File: config.mk
export PLATFORM = sky130hd
export DESIGN_NAME = instr_encoder
export DESIGN_NICKNAME = d
export VERILOG_FILES = /design/src/rtl/instr_encoder.sv
export SDC_FILE = /design/constraint.sdc
export NUM_CORES = 1
export LEC_CHECK = 0
export CAP_MARGIN = 5
export CORE_MARGIN = 10
export CORE_UTILIZATION = 40
export CTS_CLUSTER_SIZE = 10
export DETAILED_ROUTE_END_ITERATION = 12
export GPL_ROUTABILITY_DRIVEN = 1
export MAX_ROUTING_LAYER = met4
export SLEW_MARGIN = 20
export SYNTH_ARGS = -nofsm -noshare
export SYNTH_HDL_FRONTEND = slang
export SYNTH_SLANG_ARGS = --single-unit
export TNS_END_PERCENT = 100
File: constraint.sdc
create_clock -name clk -period 2.4 [get_ports clk]
set_input_delay 0.36 -clock clk [delete_from_list [all_inputs] [get_ports clk]]
set_output_delay 0.36 -clock clk [all_outputs]
set_load 0.01 [all_outputs]
File: src/rtl/instr_encoder.sv
// Field-bundle to RV32 word encoder for add/sub/and/or, lw, sw and beq.
// Streams {instr, addr} words through a 2-entry FIFO toward an imem write port.
module instr_encoder #(
  parameter logic [31:0] BASE_ADDR = 32'h0000_0000,
  parameter int unsigned MAX_WORDS = 256
) (
  input  logic        clk,
  input  logic        rst_n,
  input  logic        start,
  input  logic        in_valid,
  output logic        in_ready,
  input  logic [1:0]  in_op,
  input  logic [1:0]  in_funct,
  input  logic [4:0]  in_rd,
  input  logic [4:0]  in_rs1,
  input  logic [4:0]  in_rs2,
  input  logic [12:0] in_imm,
  input  logic        in_last,
  output logic        out_valid,
  input  logic        out_ready,
  output logic [31:0] out_instr,
  output logic [31:0] out_addr,
  output logic        done,
  output logic        err,
  output logic [15:0] words
);

  typedef enum logic [1:0] {
    IDLE,
    RUN,
    DRAIN,
    DONE
  } state_e;

  localparam logic [15:0] MaxW = 16'(MAX_WORDS);

  state_e      state_q, state_d;
  logic [63:0] fifo_q [2];
  logic [63:0] fifo_d [2];
  logic        wr_ptr_q, wr_ptr_d;
  logic        rd_ptr_q, rd_ptr_d;
  logic [1:0]  cnt_q, cnt_d;
  logic [31:0] addr_q, addr_d;
  logic [15:0] words_q, words_d;
  logic        err_q, err_d;

  logic [31:0] instr;
  logic        legal;
  logic [6:0]  f7;
  logic [2:0]  f3;
  logic        accept;
  logic        push;
  logic        pop;
  logic [63:0] head;

  always_comb begin
    f7 = 7'b0000000;
    f3 = 3'b000;
    case (in_funct)
      2'b01:   f7 = 7'b0100000;
      2'b10:   f3 = 3'b111;
      2'b11:   f3 = 3'b110;
      default: f3 = 3'b000;
    endcase
  end

  // lw/sw take a 12-bit signed offset; beq needs an even byte offset
  always_comb begin
    instr = '0;
    legal = 1'b1;
    case (in_op)
      2'b00: instr = {f7, in_rs2, in_rs1, f3, in_rd, 7'b0110011};
      2'b01: begin
        instr = {in_imm[11:0], in_rs1, 3'b010, in_rd, 7'b0000011};
        legal = (in_imm[12] == in_imm[11]);
      end
      2'b10: begin
        instr = {in_imm[11:5], in_rs2, in_rs1, 3'b010,
                 in_imm[4:0], 7'b0100011};
        legal = (in_imm[12] == in_imm[11]);
      end
      default: begin
        instr = {in_imm[12], in_imm[10:5], in_rs2, in_rs1, 3'b000,
                 in_imm[4:1], in_imm[11], 7'b1100011};
        legal = ~in_imm[0];
      end
    endcase
  end

  assign in_ready = (state_q == RUN) && (cnt_q < 2'd2) && (words_q < MaxW);
  assign accept   = in_valid & in_ready;
  assign push     = accept & legal;
  assign pop      = (cnt_q != 2'd0) & out_ready;

  always_comb begin
    state_d  = state_q;
    fifo_d   = fifo_q;
    wr_ptr_d = wr_ptr_q;
    rd_ptr_d = rd_ptr_q;
    addr_d   = addr_q;
    words_d  = words_q;
    err_d    = err_q;
    cnt_d    = cnt_q + 2'(push) - 2'(pop);
    if (pop) rd_ptr_d = ~rd_ptr_q;
    if (push) begin
      fifo_d[wr_ptr_q] = {instr, addr_q};
      wr_ptr_d         = ~wr_ptr_q;
      addr_d           = addr_q + 32'd4;
      words_d          = words_q + 16'd1;
    end
    if (accept && !legal) err_d = 1'b1;
    unique case (state_q)
      IDLE, DONE: begin
        if (start) begin
          state_d = RUN;
          words_d = '0;
          err_d   = 1'b0;
          addr_d  = BASE_ADDR;
        end
      end
      RUN: begin
        if ((accept && in_last) || (push && (words_q + 16'd1 == MaxW)))
          state_d = DRAIN;
      end
      DRAIN: begin
        if (cnt_q == 2'd0) state_d = DONE;
      end
    endcase
  end

  always_ff @(posedge clk or negedge rst_n) begin
    if (!rst_n) begin
      state_q  <= IDLE;
      fifo_q   <= '{default: '0};
      wr_ptr_q <= 1'b0;
      rd_ptr_q <= 1'b0;
      cnt_q    <= '0;
      addr_q   <= BASE_ADDR;
      words_q  <= '0;
      err_q    <= 1'b0;
    end else begin
      state_q  <= state_d;
      fifo_q   <= fifo_d;
      wr_ptr_q <= wr_ptr_d;
      rd_ptr_q <= rd_ptr_d;
      cnt_q    <= cnt_d;
      addr_q   <= addr_d;
      words_q  <= words_d;
      err_q    <= err_d;
    end
  end

  assign head      = fifo_q[rd_ptr_q];
  assign out_valid = (cnt_q != 2'd0);
  assign out_instr = out_valid ? head[63:32] : '0;
  assign out_addr  = out_valid ? head[31:0] : '0;
  assign done      = (state_q == DONE);
  assign err       = err_q;
  assign words     = words_q;

endmodule

**Yosys cells after proc, flatten, opt, wreduce, memory -nomap -nowiden**

Index checks and enable logic that the tools add are counted.

- Register bits: 183
- Bits in latches: 0
- Bits in writable memories: 0
- ROM bits: 0
- Output and inout bits: 84
- Word-level logic and storage cells: 79
- Memories kept: 0

- Add/sub/neg operators: 4
- Multipliers: 0
- Div/mod/pow operators: 0
- Magnitude comparators: 5
- Equal/unequal tests: 13
- Shift operators: 0
- Muxes and demuxes: 25
- Bitwise logic cells: 8
- Reductions and logical operators: 15

Operators by type and width:

| operator | number |
|---|---|
| $mux 64 | 4 |
| $mux 32 | 5 |
| $bwmux 128 | 1 |
| $pmux 32 s3 | 1 |
| $demux 64 s1 | 1 |
| $mux 16 | 3 |
| $add 32x3->32 const B | 1 |
| $add 16x1->16 const B | 1 |
| $eq 16x9->1 const B | 1 |
| $lt 16x9->1 const B | 1 |
| $eq 2x2->1 const B | 5 |
| $eq 2x1->1 const B | 3 |
| $logic_and 1x1->1 | 6 |
| $logic_not 2->1 | 3 |
| $mux 2 | 3 |
| $mux 6 | 1 |
| $pmux 2 s3 | 1 |
| $pmux 3 s2 | 1 |
| $ge 2x2->1 const B | 2 |
| $ne 2x2->1 const B | 2 |
| $not 1->2 | 2 |
| $reduce_or 2->1 | 2 |
| $and 1x1->1 | 3 |
| $mux 1 | 3 |
| 12 further kinds | 14 |

**Depth between registers and ports, before layout**

Gate-level depths: netlist (run 1).

- Word-level depth: 9
- Mapped depth: 10

**Least setup slack after synthesis (run 1)**

OpenSTA, ideal clock, no wires.

- Kind: reg2reg
- Start: register state_q[1]
- End: register addr_q[19]
- Arrival time: 2.355 ns
- Data required time: 2.322 ns
- Path slack: -0.033 ns
- Stages on the path, launching flop included: 10
- Buffers on the path: 2
- Clock period less this slack: 2.433 ns
- Cells stage by stage: dfrtp_1 -> inv_1 -> ha_1 -> nor2b_1 -> nand4_4 -> or3_1 -> buf_2 -> buf_6 -> or4_1 -> a21oi_1

- Longest elaborated chain between the ends: 8

RTL lines:

| element | RTL line | RTL |
|---|---|---|
| start, declared | 37 | `state_e state_q, state_d;` |
| start signal, assigned | 142 | `state_q <= state_d;` |
| $eq 2x1->1 | 90 | `assign in_ready = (state_q == RUN) && (cnt_q < 2'd2) && (words_q < MaxW);` |
| $logic_and 1x1->1 (2 in series) | 90 |  |
| $and 1x1->1 | 91 | `assign accept = in_valid & in_ready;` |
| $and 1x1->1 | 92 | `assign push = accept & legal;` |
| $mux 32 | 105 | `if (push) begin` |
| $mux 32 | 114 | `if (start) begin` |
| $mux 32 (*) | 112 | `unique case (state_q)` |
| named net addr_d[19] | 43 | `logic [31:0] addr_q, addr_d;` |
| end signal, assigned | 147 | `addr_q <= addr_d;` |
| end, declared | 43 |  |

Mark *: on every way through the listed nets, which the timed path passes. The rest lies on a longest branch.
A chain may end at the register's enable or synchronous reset.

**Worst setup path in the final report (run 1)**

- Start: register cnt_q[1]
- End: register addr_q[28]

- Longest elaborated chain between the ends: 8

RTL lines:

| element | RTL line | RTL |
|---|---|---|
| start, declared | 42 | `logic [1:0] cnt_q, cnt_d;` |
| start signal, assigned | 146 | `cnt_q <= cnt_d;` |
| $lt 2x2->1 (*) | 90 |  |
| $logic_and 1x1->1 (*) (2 in series) | 90 |  |
| $and 1x1->1 (*) | 91 |  |
| $and 1x1->1 (*) | 92 |  |
| $mux 32 (*) | 105 |  |
| $mux 32 | 114 |  |
| $mux 32 (*) | 112 |  |
| named net addr_d[28] | 43 |  |

Marks and branches as above.

==> results of run 1 <==
-- logic make-up after synthesis --
family                   Yosys count  share of synthesized area
AND/OR/NAND/NOR                  264                     0.1585
flip-flops                       171                     0.5194
multiplexers                     131                     0.1696
AO/OA/AOI/OAI                    105                    0.07548
buffers and inverters             65                    0.03432
XOR/XNOR                          24                    0.02551
adder cells (fa/ha/maj)           11                    0.01670
other                              1                  0.0004551
-- worst paths after layout --
check / to / slack, ns / start / cells past startpoint
worst min register to register: fifo_q[33] / 0.47 / fifo_q[33] / 1
min in group clk: fifo_q[33] / 0.47 / fifo_q[33] / 1
worst max-delay path: addr_q[28] / 0.11 / cnt_q[1] / 7
max in group asynchronous: fifo_q[72] / 1.24 / rst_n / 3
worst max register to register: addr_q[28] / 0.11 / cnt_q[1] / 7
worst min-delay path: fifo_q[49] / 0.42 / rst_n / 2
-- synth_stat cells, drive strengths merged, types with 3 or more instances --
cell and instances:
nor3 5, nand2b 5, nor2 92, or3 7, and3 12, and2 6, nand3 18, a22oi 10
ha 11, nand2 72, o21ai 51, nand4 7, nor2b 3, nor4 12, o31ai 14, and4 4
mux2 69, inv 14, clkbuf 37, xnor2 18, a21oi 20, dfrtp 171, buf 14, mux2i 62
xor2 6, or4 14
-- routing by layer --
metal | vias to the layer above | routed length (um)
li1 | 3021 | -
met1 | 3022 | 10130
met2 | 114 | 9669
met3 | 15 | 730
met4 | 0 | 176
met5 | - | 0
-- per-stage QoR --
step	TNS, ns	setup slack (ns)	util	hold WS [ns]	cell area [um^2]
2_1_floorplan	0	0.05651	-	0.06441	8253
3_3_place_gp	-52.91	-0.4726	0.5009	0.3067	10140
3_5_place_dp	-54.99	-0.5217	0.5009	0.3131	10140
4_1_cts	0	0.0003217	0.5315	0.4286	10760
5_1_grt	0	0.01558	0.5440	0.4564	11010
6_report	0	0.1096	0.5440	0.4227	11010
-- registers in the layout, indices dropped and copies added (netlist names) --
signal / cells
fifo_q: 118
state_q: 2
addr_q: 30
err: 1
wr_ptr_q: 1
rd_ptr_q: 1
words: 16
cnt_q: 2
-- placed cells by master (no fill, tap or decap), types with 5 or more instances in the layout --
cell type,count
a21oi_1,20
a22oi_1,10
and2_1,6
and3_1,12
buf_12,13
buf_4,49
clkbuf_16,20
clkdlybuf4s50_1,53
dfrtp_1,170
dlygate4sd2_1,19
dlymetal6s2s_1,44
ha_1,10
inv_1,13
mux2_1,5
mux2_2,64
mux2i_1,59
nand2_1,72
nand2b_1,5
nand3_1,17
nand4_1,5
nor2_1,91
nor3_1,5
nor4_1,10
o21ai_0,49
o31ai_1,14
or3_1,5
or4_1,14
xnor2_1,18
xor2_1,6
-- timing repair --
item,in CTS,in global routing
pin swaps,2,2
endpoints found under the hold margin,39,0
buffers inserted,4,3
hold buffers,1,0
gates cloned,1,4
endpoints found under the setup margin,62,54
resized for setup,25,52
-- final cells by class --
type	count	area, um^2	share of cell area
clock buffers	21	460.4	0.04183
multi-input cells	540	3757	0.3413
well taps	270	337.8	0.03069
clock inverters	11	111.4	0.01012
inverters	14	52.55	0.004774
repair buffers	186	2006	0.1822
flip-flops and latches	171	4283	0.3891
-- power by group through the flow --
stage                     clock (mW)  combinational (mW)  sequential, mW
after CTS                       2.73                3.30            3.69
after floorplan                    0                1.87            3.63
final                           2.66                3.48            3.69
after detailed placement           0                3.27            3.76
after global placement             0                3.24            3.75
after global routing            2.84                3.83            3.75
==> flow_summary.ini, run 1 <==
[layout]
diodes = 0
nets = 979
fillers = 1808
final_cells = 1213
final_layout_size_suffix_gt1_frac = 0.1941
syn2layout_area_growth_pct = 33.61

[timing]
max_clock_freq_ghz = 0.4366
skew_ns = 0.01086
finalHoldViolations = 0
rsz0062_at_grt = no
period_share = 0.9543
slew_viol_final = 0
setup_viol = 0
fin_crit_ns = 2.290

[worst_setup_path]
cp_top_family = simple AND/OR/NAND/NOR gates
path_max_fanout = 6
cp-start-kind = flop
endpoint_kind = flop
max_stage_delay_ns = 0.51
path_class = reg2reg
worstPathCellList = nor4_4 > buf_4 > nand4_4 > buf_4 > or3_4 > or4_1 > a21oi_1
arrival_ns = 2.64
cp.required_ns = 2.75
slowest_stage = or4_1
cpMostUsedCell = buf_4
crit_buf_inv = 2

[synthesis]
syn-instance-count = 772
ys_types = 50
synth_top_area_share = 0.5194
ys.flop_type = dfrtp_1
synth-seq-cells = 171
synth_top_area_cell = dfrtp_1
avgSynthCellArea_um2 = 10.67
synth_seq_area_share = 0.5194
synthTopCellsByArea = dfrtp_1, mux2_2, mux2i_1, nor2_1, nand2_1
netlist_area_um2 = 8239
yosys_warnings = 0
async_flop_share = 1.000
synth_edf_count = 0

[global_routing]
antenna_found_initial = 0
grt.met2_usage = 0.2348
use_met3 = 0.03322
grt-busiest-layer = met2
grt_max_degree = 55
grt_use_total = 0.1523
grt_pass1_wl_um = 32360
grtUsageMet1 = 0.2021
gr-total-overflow = 0
grt_pass1_vias = 6191

[cts]
clock_path_buffers = 2
cts_sinks = 171
clock_latency_ns = 0.42
cts_tree = built
clk_pin_slew_ns = 0.06
cts_max_level = 4
cts_buffers = 17
clock_tree.root_cell = clkbuf_16

[routing]
drt_iter0_markers = 442
ant_nets = 0
viasPerCell = 5.088
routed_wirelength_um = 20700
firstDrtPassIters = 6
wl_per_cell_um = 17.07
vias = 6172
drc = 0

[floorplan]
start_util = 0.4072
rows = 52
core-area_um2 = 20230
die-area_um2 = 26740
boundaryPins = 122
die_y_um = 163.5
die_w_um = 163.5

[power]
pwr-share-seq = 0.375
vdd_ir_drop_max_mv = 0.5043
comb_power_share = 0.354
power.internal_mw = 6.561
p_switching_mw = 3.274
finalPower_mw = 9.835
p_leak_nw = 5.905
powerDensity_nw_per_um2 = 893.4
pwr-share-clk = 0.271
switching_share = 0.3329

[placement]
hpwl_um = 13760
dp_cells = 1168
portBuffers = 117
place_congestion = 0.8075

[status]
status = complete, no violations

[hold_path]
hp-class = in2async

[run]
drv_cap = 0
Note: power is estimated with default switching activity, not from simulation.
==> run 2: changes to the inputs <==
--- a/config.mk
+++ b/config.mk
@@ -8,6 +8,7 @@
 export CAP_MARGIN = 5
 export CORE_MARGIN = 10
 export CORE_UTILIZATION = 40
+export CTS_BUF_LIST = sky130_fd_sc_hd__clkbuf_2
 export CTS_CLUSTER_SIZE = 10
 export DETAILED_ROUTE_END_ITERATION = 12
 export GPL_ROUTABILITY_DRIVEN = 1
==> run 2 against run 1 <==
Compared with the run above: the run now ends with negative setup slack left; fmax shrank 5.0%; cell area is essentially flat; clock power shrank 46%; sequential share of layout area is essentially flat; sequential cell count is the same; global-route usage grew 0.84 points; total power shrank 5.1%; routed wire length grew 4.7%; largest power group is now combinational logic; highest routed layer unchanged.
==> flow_summary.ini, run 2 (same netlist as run 1, synthesis figures left out) <==
[layout]
largest-register = fifo_q
multi_input_comb_area_um2 = 4065
layout_common_cells = dfrtp_1, nand2_1, nor2_1
ff_latch_area_um2 = 4283
fillers = 1819
syn2layout_area_growth_pct = 33.52
nets = 1002
final_cells = 1238
largest_reg_flops = 118
final_layout_size_suffix_gt1_frac = 0.3344
final_common_cell = dfrtp_1

[power]
powerDensity_nw_per_um2 = 848.6
vdd_ir_drop_max_mv = 0.4075
p_leak_nw = 5.207

[cts]
cts_buffers = 17
clock_tree.root_cell = clkbuf_2
clk_pin_slew_ns = 0.24
cts_tree = built
clock_path_buffers = 2
cts_max_level = 4
cts_sinks = 171
clock_latency_ns = 0.75

[timing]
rsz0062_at_grt = yes
slew_viol_final = 0
fin_crit_ns = 2.411
tns_ns = -0.01490
finalHoldViolations = 0
max_clock_freq_ghz = 0.4148
period_share = 1.005
setup_viol = 2
skew_ns = 0.03569
hold_ws_ns = 0.05585
setup_ws_ns = -0.01088

[routing]
drt_iter0_markers = 372
wl_per_cell_um = 17.51
routed_wirelength_um = 21670
firstDrtPassIters = 5
ant_nets = 0
viasPerCell = 5.100
vias = 6314
drc = 0

[global_routing]
grt_use_total = 0.1606
grt_pass1_vias = 6301
grt_pass1_wl_um = 33550
gr-total-overflow = 0
antenna_found_initial = 1
grt_max_degree = 55

[worst_setup_path]
r2r-start = cnt_q[1]
cp-start-kind = flop
path_class = reg2out
cp.required_ns = 2.04
reg2reg_to = addr_q[24]
regToRegSetupSlack_ns = 0.05
path_max_fanout = 7
reg2reg_depth = 9
endpoint_kind = output pin
arrival_ns = 2.05
endpoint = out_instr[21]
startpoint = rd_ptr_q

[placement]
place_congestion = 0.8075
dp_cells = 1168
portBuffers = 117
hpwl_um = 13760
pre_cts_slack_ns = -0.5217

[floorplan]
die_y_um = 163.5
core-area_um2 = 20230
rows = 52
start_util = 0.4072
die_w_um = 163.5
boundaryPins = 122
die-area_um2 = 26740

[status]
status = complete, but fails checks
violations = negative setup slack

[run]
drv_cap = 0

[hold_path]
hp-class = in2async
-- run 2: final cells by class --
class	instances	share of cell area
Sequential cell	171	0.3893
Tap cell	270	0.03071
Multi-Input combinational cell	539	0.3695
Timing Repair Buffer	210	0.1857
Clock buffer	19	0.008644
Clock inverter	13	0.01081
Antenna cell	2	0.0004550
Inverter	14	0.004777
-- run 2: through the flow --
| stage | instance area [um^2] | utilization | power (mW) |
|---|---|---|---|
| 3_5_place_dp | 10140 | 0.5009 | 7.038 |
| 4_1_cts | 10440 | 0.5160 | 8.900 |
| 2_1_floorplan | 8253 | - | 5.495 |
| 6_report | 11000 | 0.5437 | 9.335 |
| 5_1_grt | 11000 | 0.5437 | 9.925 |
| 3_3_place_gp | 10140 | 0.5009 | 6.991 |
-- run 2: worst max-delay path: stages, from the launching register on --
cell	delay (ns)
dfrtp_4	0.58
buf_6	0.15
buf_8	0.14
buf_6	0.11
mux2i_1	0.10
nor2_1	0.10
buf_2	0.13
-- run 2: repair_timing --
action | in CTS | in global routing
resized for setup | 276 | 102
pin swaps | 11 | 31
hold endpoints to repair | 171 | 0
endpoints found under the setup margin | 69 | 75
cloned | 3 | 5
setup buffers | 22 | 9
hold buffers | 1 | 0
-- run 2: worst min path at each step --
stage | from | slack (ns) | end | depth (start not counted)
2_1_floorplan | rst_n | 0.06 | addr_q[10] | 0
3_3_place_gp | rst_n | 0.31 | fifo_q[49] | 1
3_5_place_dp | rst_n | 0.31 | fifo_q[49] | 1
4_1_cts | rst_n | 0.005 | fifo_q[111] | 2
5_1_grt | rst_n | 0.02 | fifo_q[111] | 2
6_report | rst_n | 0.06 | fifo_q[111] | 2
-- run 2: power by group --
group,leakage (nW),internal [mW],switching [mW]
registers,2.33,3.36,0.311
logic,2.75,2.11,2.12
clock network,0.130,0.390,1.04
-- run 2: layer usage --
metal,vias up,global-route usage,share of wire
met2,118,0.2493,0.47
met1,3120,0.2136,0.49
met3,19,0.02769,0.031
met4,0,0.04265,0.011
met5,-,-,0
li1,3057,-,-
